--- config.mk ---
export PLATFORM = sky130hd
export DESIGN_NAME = round_ctrl
export DESIGN_NICKNAME = d
export VERILOG_FILES = /design/src/rtl/hungry_pkg.sv /design/src/rtl/bcd_to_seg7.sv /design/src/rtl/round_ctrl.sv
export SDC_FILE = /design/constraint.sdc
export NUM_CORES = 1
export LEC_CHECK = 0
export BUFFER_PORTS_ARGS = -buffer_cell sky130_fd_sc_hd__buf_2
export CAP_MARGIN = 5
export CORE_UTILIZATION = 30
export CTS_CLUSTER_SIZE = 14
export DETAILED_ROUTE_END_ITERATION = 6
export PLACE_DENSITY = 0.57
export SYNTH_ARGS = -nofsm -noshare
export SYNTH_HDL_FRONTEND = slang
export SYNTH_HIERARCHICAL = 1
export SYNTH_SLANG_ARGS = --single-unit
export TNS_END_PERCENT = 50
--- constraint.sdc ---
create_clock -name clk -period 4.7 [get_ports clk]
set_clock_uncertainty 0.15 [all_clocks]
set_input_delay 0.235 -clock clk [delete_from_list [all_inputs] [get_ports clk]]
set_output_delay 0.235 -clock clk [all_outputs]
set_load 0.01 [all_outputs]
--- src/rtl/hungry_pkg.sv ---
// Shared constants for the round controller: FSM encodings, game defaults,
// active-low gfedcba seven-segment patterns and the BCD score payload.
package hungry_pkg;

  localparam int unsigned STATE_W        = 3;
  localparam int unsigned BCD_W          = 4;
  localparam int unsigned SEG_W          = 7;
  localparam int unsigned MAX_ROUNDS_DEF = 3;

  // FSM state encodings
  localparam logic [STATE_W-1:0] ST_IDLE      = 3'd0;
  localparam logic [STATE_W-1:0] ST_ARM       = 3'd1;
  localparam logic [STATE_W-1:0] ST_PLAY      = 3'd2;
  localparam logic [STATE_W-1:0] ST_ROUND_END = 3'd3;
  localparam logic [STATE_W-1:0] ST_OVER      = 3'd4;

  // Active-low segment patterns, bit order gfedcba
  localparam logic [SEG_W-1:0] SEG_0     = 7'b1000000;
  localparam logic [SEG_W-1:0] SEG_1     = 7'b1111001;
  localparam logic [SEG_W-1:0] SEG_2     = 7'b0100100;
  localparam logic [SEG_W-1:0] SEG_3     = 7'b0110000;
  localparam logic [SEG_W-1:0] SEG_4     = 7'b0011001;
  localparam logic [SEG_W-1:0] SEG_5     = 7'b0010010;
  localparam logic [SEG_W-1:0] SEG_6     = 7'b0000010;
  localparam logic [SEG_W-1:0] SEG_7     = 7'b1111000;
  localparam logic [SEG_W-1:0] SEG_8     = 7'b0000000;
  localparam logic [SEG_W-1:0] SEG_9     = 7'b0010000;
  localparam logic [SEG_W-1:0] SEG_BLANK = 7'b1111111;

  // Two-digit BCD score
  typedef struct packed {
    logic [BCD_W-1:0] tens;
    logic [BCD_W-1:0] units;
  } score_t;

  // Increment a BCD score by one, holding at 99
  function automatic score_t bcd_inc_sat(input score_t s);
    score_t r;
    r = s;
    if (s.tens == 4'd9 && s.units == 4'd9) begin
      r = s;
    end else if (s.units == 4'd9) begin
      r.units = 4'd0;
      r.tens  = s.tens + 4'd1;
    end else begin
      r.units = s.units + 4'd1;
    end
    return r;
  endfunction

endpackage

--- src/rtl/bcd_to_seg7.sv ---
// BCD digit to active-low gfedcba seven-segment pattern; non-BCD codes blank.
// Ports: i_bcd  - 4-bit BCD digit
//        o_seg_c - combinational active-low segment pattern
module bcd_to_seg7
  import hungry_pkg::*;
(
  input  logic [BCD_W-1:0] i_bcd,
  output logic [SEG_W-1:0] o_seg_c
);

  always_comb begin
    o_seg_c = SEG_BLANK;
    case (i_bcd)
      4'd0:    o_seg_c = SEG_0;
      4'd1:    o_seg_c = SEG_1;
      4'd2:    o_seg_c = SEG_2;
      4'd3:    o_seg_c = SEG_3;
      4'd4:    o_seg_c = SEG_4;
      4'd5:    o_seg_c = SEG_5;
      4'd6:    o_seg_c = SEG_6;
      4'd7:    o_seg_c = SEG_7;
      4'd8:    o_seg_c = SEG_8;
      4'd9:    o_seg_c = SEG_9;
      default: o_seg_c = SEG_BLANK;
    endcase
  end

endmodule

--- src/rtl/round_ctrl.sv ---
// Game round controller: sequences IDLE/ARM/PLAY/ROUND_END/OVER, keeps a
// saturating two-digit BCD score and round counter, and drives the countdown
// timer hold plus three seven-segment displays.
// Ports: clk, reset (sync, active-high)
//        start, eat     - level inputs, rising edge acts
//        done           - countdown expired, honoured only in PLAY
//        reset_countdown- hold/reload countdown timer (low only in PLAY)
//        score_lower/score_higher/round_seg - active-low 7-seg digits
//        round_active   - high in PLAY; game_over - high in OVER
module round_ctrl
  import hungry_pkg::*;
#(
  parameter int unsigned MAX_ROUNDS = MAX_ROUNDS_DEF
) (
  input  logic             clk,
  input  logic             reset,
  input  logic             start,
  input  logic             eat,
  input  logic             done,
  output logic             reset_countdown,
  output logic [SEG_W-1:0] score_lower,
  output logic [SEG_W-1:0] score_higher,
  output logic [SEG_W-1:0] round_seg,
  output logic             round_active,
  output logic             game_over
);

  logic [STATE_W-1:0] r_state;
  logic [STATE_W-1:0] w_state_nxt;

  logic               r_start_q;
  logic               r_start_ok;
  logic               r_start_edge;
  logic               r_eat_q;
  logic               r_eat_edge;

  score_t             r_score;
  logic [BCD_W-1:0]   r_round;

  logic               r_reset_countdown;
  logic               r_round_active;
  logic               r_game_over;

  logic               w_score_clr;
  logic               w_score_inc;
  logic               w_round_clr;
  logic               w_round_inc;

  // Edge detect; r_start_ok blocks a start that was already high at reset
  // release from ever looking like a fresh press.
  always_ff @(posedge clk) begin
    if (reset) begin
      r_start_q    <= 1'b0;
      r_start_ok   <= 1'b0;
      r_start_edge <= 1'b0;
      r_eat_q      <= 1'b0;
      r_eat_edge   <= 1'b0;
    end else begin
      r_start_q    <= start;
      r_start_edge <= start & ~r_start_q & r_start_ok;
      if (!start) begin
        r_start_ok <= 1'b1;
      end
      r_eat_q      <= eat;
      r_eat_edge   <= eat & ~r_eat_q;
    end
  end

  // State register
  always_ff @(posedge clk) begin
    if (reset) begin
      r_state <= ST_IDLE;
    end else begin
      r_state <= w_state_nxt;
    end
  end

  // Next state and datapath strobes
  always_comb begin
    w_state_nxt = r_state;
    w_score_clr = 1'b0;
    w_score_inc = 1'b0;
    w_round_clr = 1'b0;
    w_round_inc = 1'b0;
    case (r_state)
      ST_IDLE: begin
        if (r_start_edge) begin
          w_state_nxt = ST_ARM;
          w_score_clr = 1'b1;
          w_round_clr = 1'b1;
        end
      end
      ST_ARM: begin
        w_state_nxt = ST_PLAY;
        w_round_inc = 1'b1;
      end
      ST_PLAY: begin
        // An eat coinciding with done still scores before leaving PLAY
        w_score_inc = r_eat_edge;
        if (done) begin
          w_state_nxt = (r_round < BCD_W'(MAX_ROUNDS)) ? ST_ROUND_END : ST_OVER;
        end
      end
      ST_ROUND_END: begin
        if (r_start_edge) begin
          w_state_nxt = ST_ARM;
        end
      end
      ST_OVER: begin
        // New game: round cleared here, ARM then brings it to 1
        if (r_start_edge) begin
          w_state_nxt = ST_ARM;
          w_score_clr = 1'b1;
          w_round_clr = 1'b1;
        end
      end
      default: begin
        w_state_nxt = ST_IDLE;
      end
    endcase
  end

  // Score and round counters
  always_ff @(posedge clk) begin
    if (reset) begin
      r_score <= '0;
      r_round <= '0;
    end else begin
      if (w_score_clr) begin
        r_score <= '0;
      end else if (w_score_inc) begin
        r_score <= bcd_inc_sat(r_score);
      end
      if (w_round_clr) begin
        r_round <= '0;
      end else if (w_round_inc) begin
        r_round <= r_round + 4'd1;
      end
    end
  end

  // Status flags registered from next state so they track r_state exactly
  always_ff @(posedge clk) begin
    if (reset) begin
      r_reset_countdown <= 1'b1;
      r_round_active    <= 1'b0;
      r_game_over       <= 1'b0;
    end else begin
      r_reset_countdown <= (w_state_nxt != ST_PLAY);
      r_round_active    <= (w_state_nxt == ST_PLAY);
      r_game_over       <= (w_state_nxt == ST_OVER);
    end
  end

  assign reset_countdown = r_reset_countdown;
  assign round_active    = r_round_active;
  assign game_over       = r_game_over;

  bcd_to_seg7 u_seg_units (
    .i_bcd   (r_score.units),
    .o_seg_c (score_lower)
  );

  bcd_to_seg7 u_seg_tens (
    .i_bcd   (r_score.tens),
    .o_seg_c (score_higher)
  );

  bcd_to_seg7 u_seg_round (
    .i_bcd   (r_round),
    .o_seg_c (round_seg)
  );

endmodule

==> results.toml <==
[floorplanning]
die_w_um = 76.7
core_um2 = 5240
start_util_pct = 32.0
fp.dieH_um = 76.7
ios = 29
die_area_um2 = 5880
rows = 26

[sta]
timing.hold.ws_ns = 0.0607
hold_viol = 0
rsz0062_at_grt = "no"
fmax_mhz = 469
worst_pin_slew_ns = 0.447
setup_tns_ns = 0
slew_violations = 0
setup_viol = 0
finalCritPeriodShare_pct = 45.4
relSlewSlack_pct = 70.2
fin_crit_ns = 2.13

[worst_setup_path]
reg2reg_slack_ns = 2.92
crit_path_start_kind = "register"
arrival_ns = 1.75
required_ns = 4.32
startpoint = "r_score[1]$_SDFFE_PP0P_"
r2r_end = "r_score[6]$_SDFFE_PP0P_"
cp-endpoint = "score_lower[3]"
reg2reg_from = "r_score[5]$_SDFFE_PP0P_"
reg2reg_depth = 5
path_max_fanout = 10
end_kind = "output pin"
crit_type = "reg -> out"

[layout]
reg_top3 = "r_score (8), r_round (4), r_state (3)"
drive_gt1_share_pct = 20.5
num-nets-final = 248
synthToLayoutAreaGrowth_pct = 12.6
diodes = 0
regMostFlops = "r_score"
largest_register_ffs = 8
fin_cells = 294
fillers = 574

[placement]
io_buffers = 28
place_hpwl_um = 2240
dp_cells = 289
finalWeightedCongestion = 0.780

[grt]
grt_pass1_wl_um = 5500
grt_max_degree = 16
grtUsageTotal_pct = 11.0
antenna_found_initial = 0
grt_pass1_vias = 1329
grt-ovfl-total = 0

[logic_synthesis]
synth_top_area_share_pct = 27.5
netlist_top_cells_area = "dfxtp_1 (28%), ha_1 (13%), a21oi_1 (4.8%)"
synthFlopType = "dfxtp_1"
yosys_warnings = 6
seq_area_frac_synth_pct = 27.5
synth.avg_cell_area_um2 = 8.41
synth_top_area_cell = "dfxtp_1"
async_flop_share_pct = 0
yosysUniqueCellTypes = 47
syn-num-nets = 222
synthesis.area_um2 = 1670
ys_seq_elements = 23
synth_edf_count = 0
synthCells = 199

[clocking]
clk_latency_ns = 0.26
clk_pin_slew_ns = 0.08
post_cts_resized = 0
ctsLongestPathBuffers = 2
cts_tree = "built"
cts-root-buf = "clkbuf_8"
cts.sinks = 23
htreeDepth = 1
numCtsBuffers = 3

[power_and_ir_drop]
peakVddDrop_uv = 154
p_total_mw = 0.348
p_leak_nw = 0.774
p_per_area_nw_per_um2 = 185

[detailed_routing]
wl_per_cell_um = 10.3
vias_per_cell = 4.81
ant_nets = 0
drt_iter0_drc = 51
drc = 0
routed_wl_um = 3030
drt_pass1_iterations = 4
vias = 1414

[flow_run]
max-cap-violations = 0

[run_status]
status = "finished clean"

[worst_hold_path]
min_path_type = "in -> reg"
==> metal layers <==
| metal | global-route usage [%] | up-vias | routed length (um) |
|---|---|---|---|
| li1 | - | 748 | - |
| met4 | 2.31 | 0 | 9 |
| met3 | 2.26 | 2 | 99 |
| met2 | 19.7 | 18 | 1430 |
| met1 | 13.4 | 646 | 1490 |
| met5 | 0 | - | 0 |
==> layout make-up <==
cell class | instances | area, um2 | area share, %
Inverter | 18 | 67.6 | 3.59
Clock buffer | 3 | 41.3 | 2.19
Sequential cell | 23 | 460 | 24.4
Timing Repair Buffer | 29 | 150 | 7.97
Tap cell | 70 | 87.6 | 4.65
Clock inverter | 1 | 7.51 | 0.398
Multi-Input combinational cell | 150 | 1070 | 56.8
==> kinds of logic after synthesis <==
logic type / share of synthesized area [%]
multiplexers: 2.39
buffers and inverters: 8.59
adder cells (fa/ha/maj): 13.5
AND/OR/NAND/NOR: 27.7
XOR/XNOR: 1.05
flip-flops: 27.5
AO/OA/AOI/OAI: 19.4
==> synth_stat cells (2+ instances only) <==
cell type / count
inv_1: 18
nor2_1: 15
or2_1: 3
or2_2: 2
o21ai_0: 16
nor2b_1: 4
mux2i_1: 4
a211oi_1: 3
ha_1: 18
nand3_1: 7
o31ai_1: 3
nor3_1: 2
or3_1: 2
buf_6: 6
or2b_1: 2
nand3b_1: 2
nor3b_1: 4
nand2_1: 8
a21oi_1: 16
dfxtp_1: 23
nor4b_1: 2
a21oi_2: 3
nand2b_1: 8
a31oi_1: 4
or4_1: 2
==> how the worst min path moves through the flow <==
| stage | start | endpoint | slack (ns) | cells after the start |
|---|---|---|---|---|
| after floorplan | start | r_start_ok$_SDFFE_PP0N_ | 0.18 | 1 |
| after global placement | r_eat_q$_SDFF_PP0_ | r_eat_edge$_SDFF_PP0_ | 0.23 | 1 |
| after detailed placement | r_eat_q$_SDFF_PP0_ | r_eat_edge$_SDFF_PP0_ | 0.23 | 1 |
| after CTS | eat | r_eat_q$_SDFF_PP0_ | 0.06 | 2 |
| after global routing | eat | r_eat_q$_SDFF_PP0_ | 0.08 | 2 |
| final | eat | r_eat_q$_SDFF_PP0_ | 0.06 | 2 |
==> metrics by stage <==
stage	utilization, %	cell area [um2]	setup slack [ns]
floorplan	-	1670	3.06
global placement	34.9	1830	2.92
detailed placement	34.9	1830	2.85
CTS	36.0	1880	2.55
global route	36.0	1880	2.40
finish	36.0	1880	2.57
==> worst max-delay path, cell delays in order (launching register included) <==
cell	delay, ns
dfxtp_1	0.52
inv_1	0.17
ha_1	0.20
or2_1	0.23
a21oi_2	0.16
a31oi_1	0.05
buf_2	0.16
==> report_power, final <==
| group | switching [mW] | internal (mW) |
|---|---|---|
| Clock | 0.0642 | 0.0599 |
| Combinational | 0.0122 | 0.0102 |
| Sequential | 0.00322 | 0.198 |
| Total | 0.0796 | 0.269 |
==> repair_timing <==
action | in CTS | in global routing
hold buffers | 1 | 0
buffers inserted | 0 | 0
hold endpoints to repair | 1 | 0
setup endpoints to repair | 0 | 0
==> placed cells by master, fill, tap and decap left out, drive strengths merged, types with 3 or more instances in the layout <==
cell type and n:
inv 18, or4 3, nand2b 8, nand2 9
nor3 3, o21ai 16, a21oi 19, or2 5
o31ai 3, clkbuf 3, a211oi 3, mux2i 4
dfxtp 23, buf 28, nor2b 4, nand3 7
a31oi 4, nor2 15, nor3b 4, ha 18
Power figures use the tool's default switching activity.
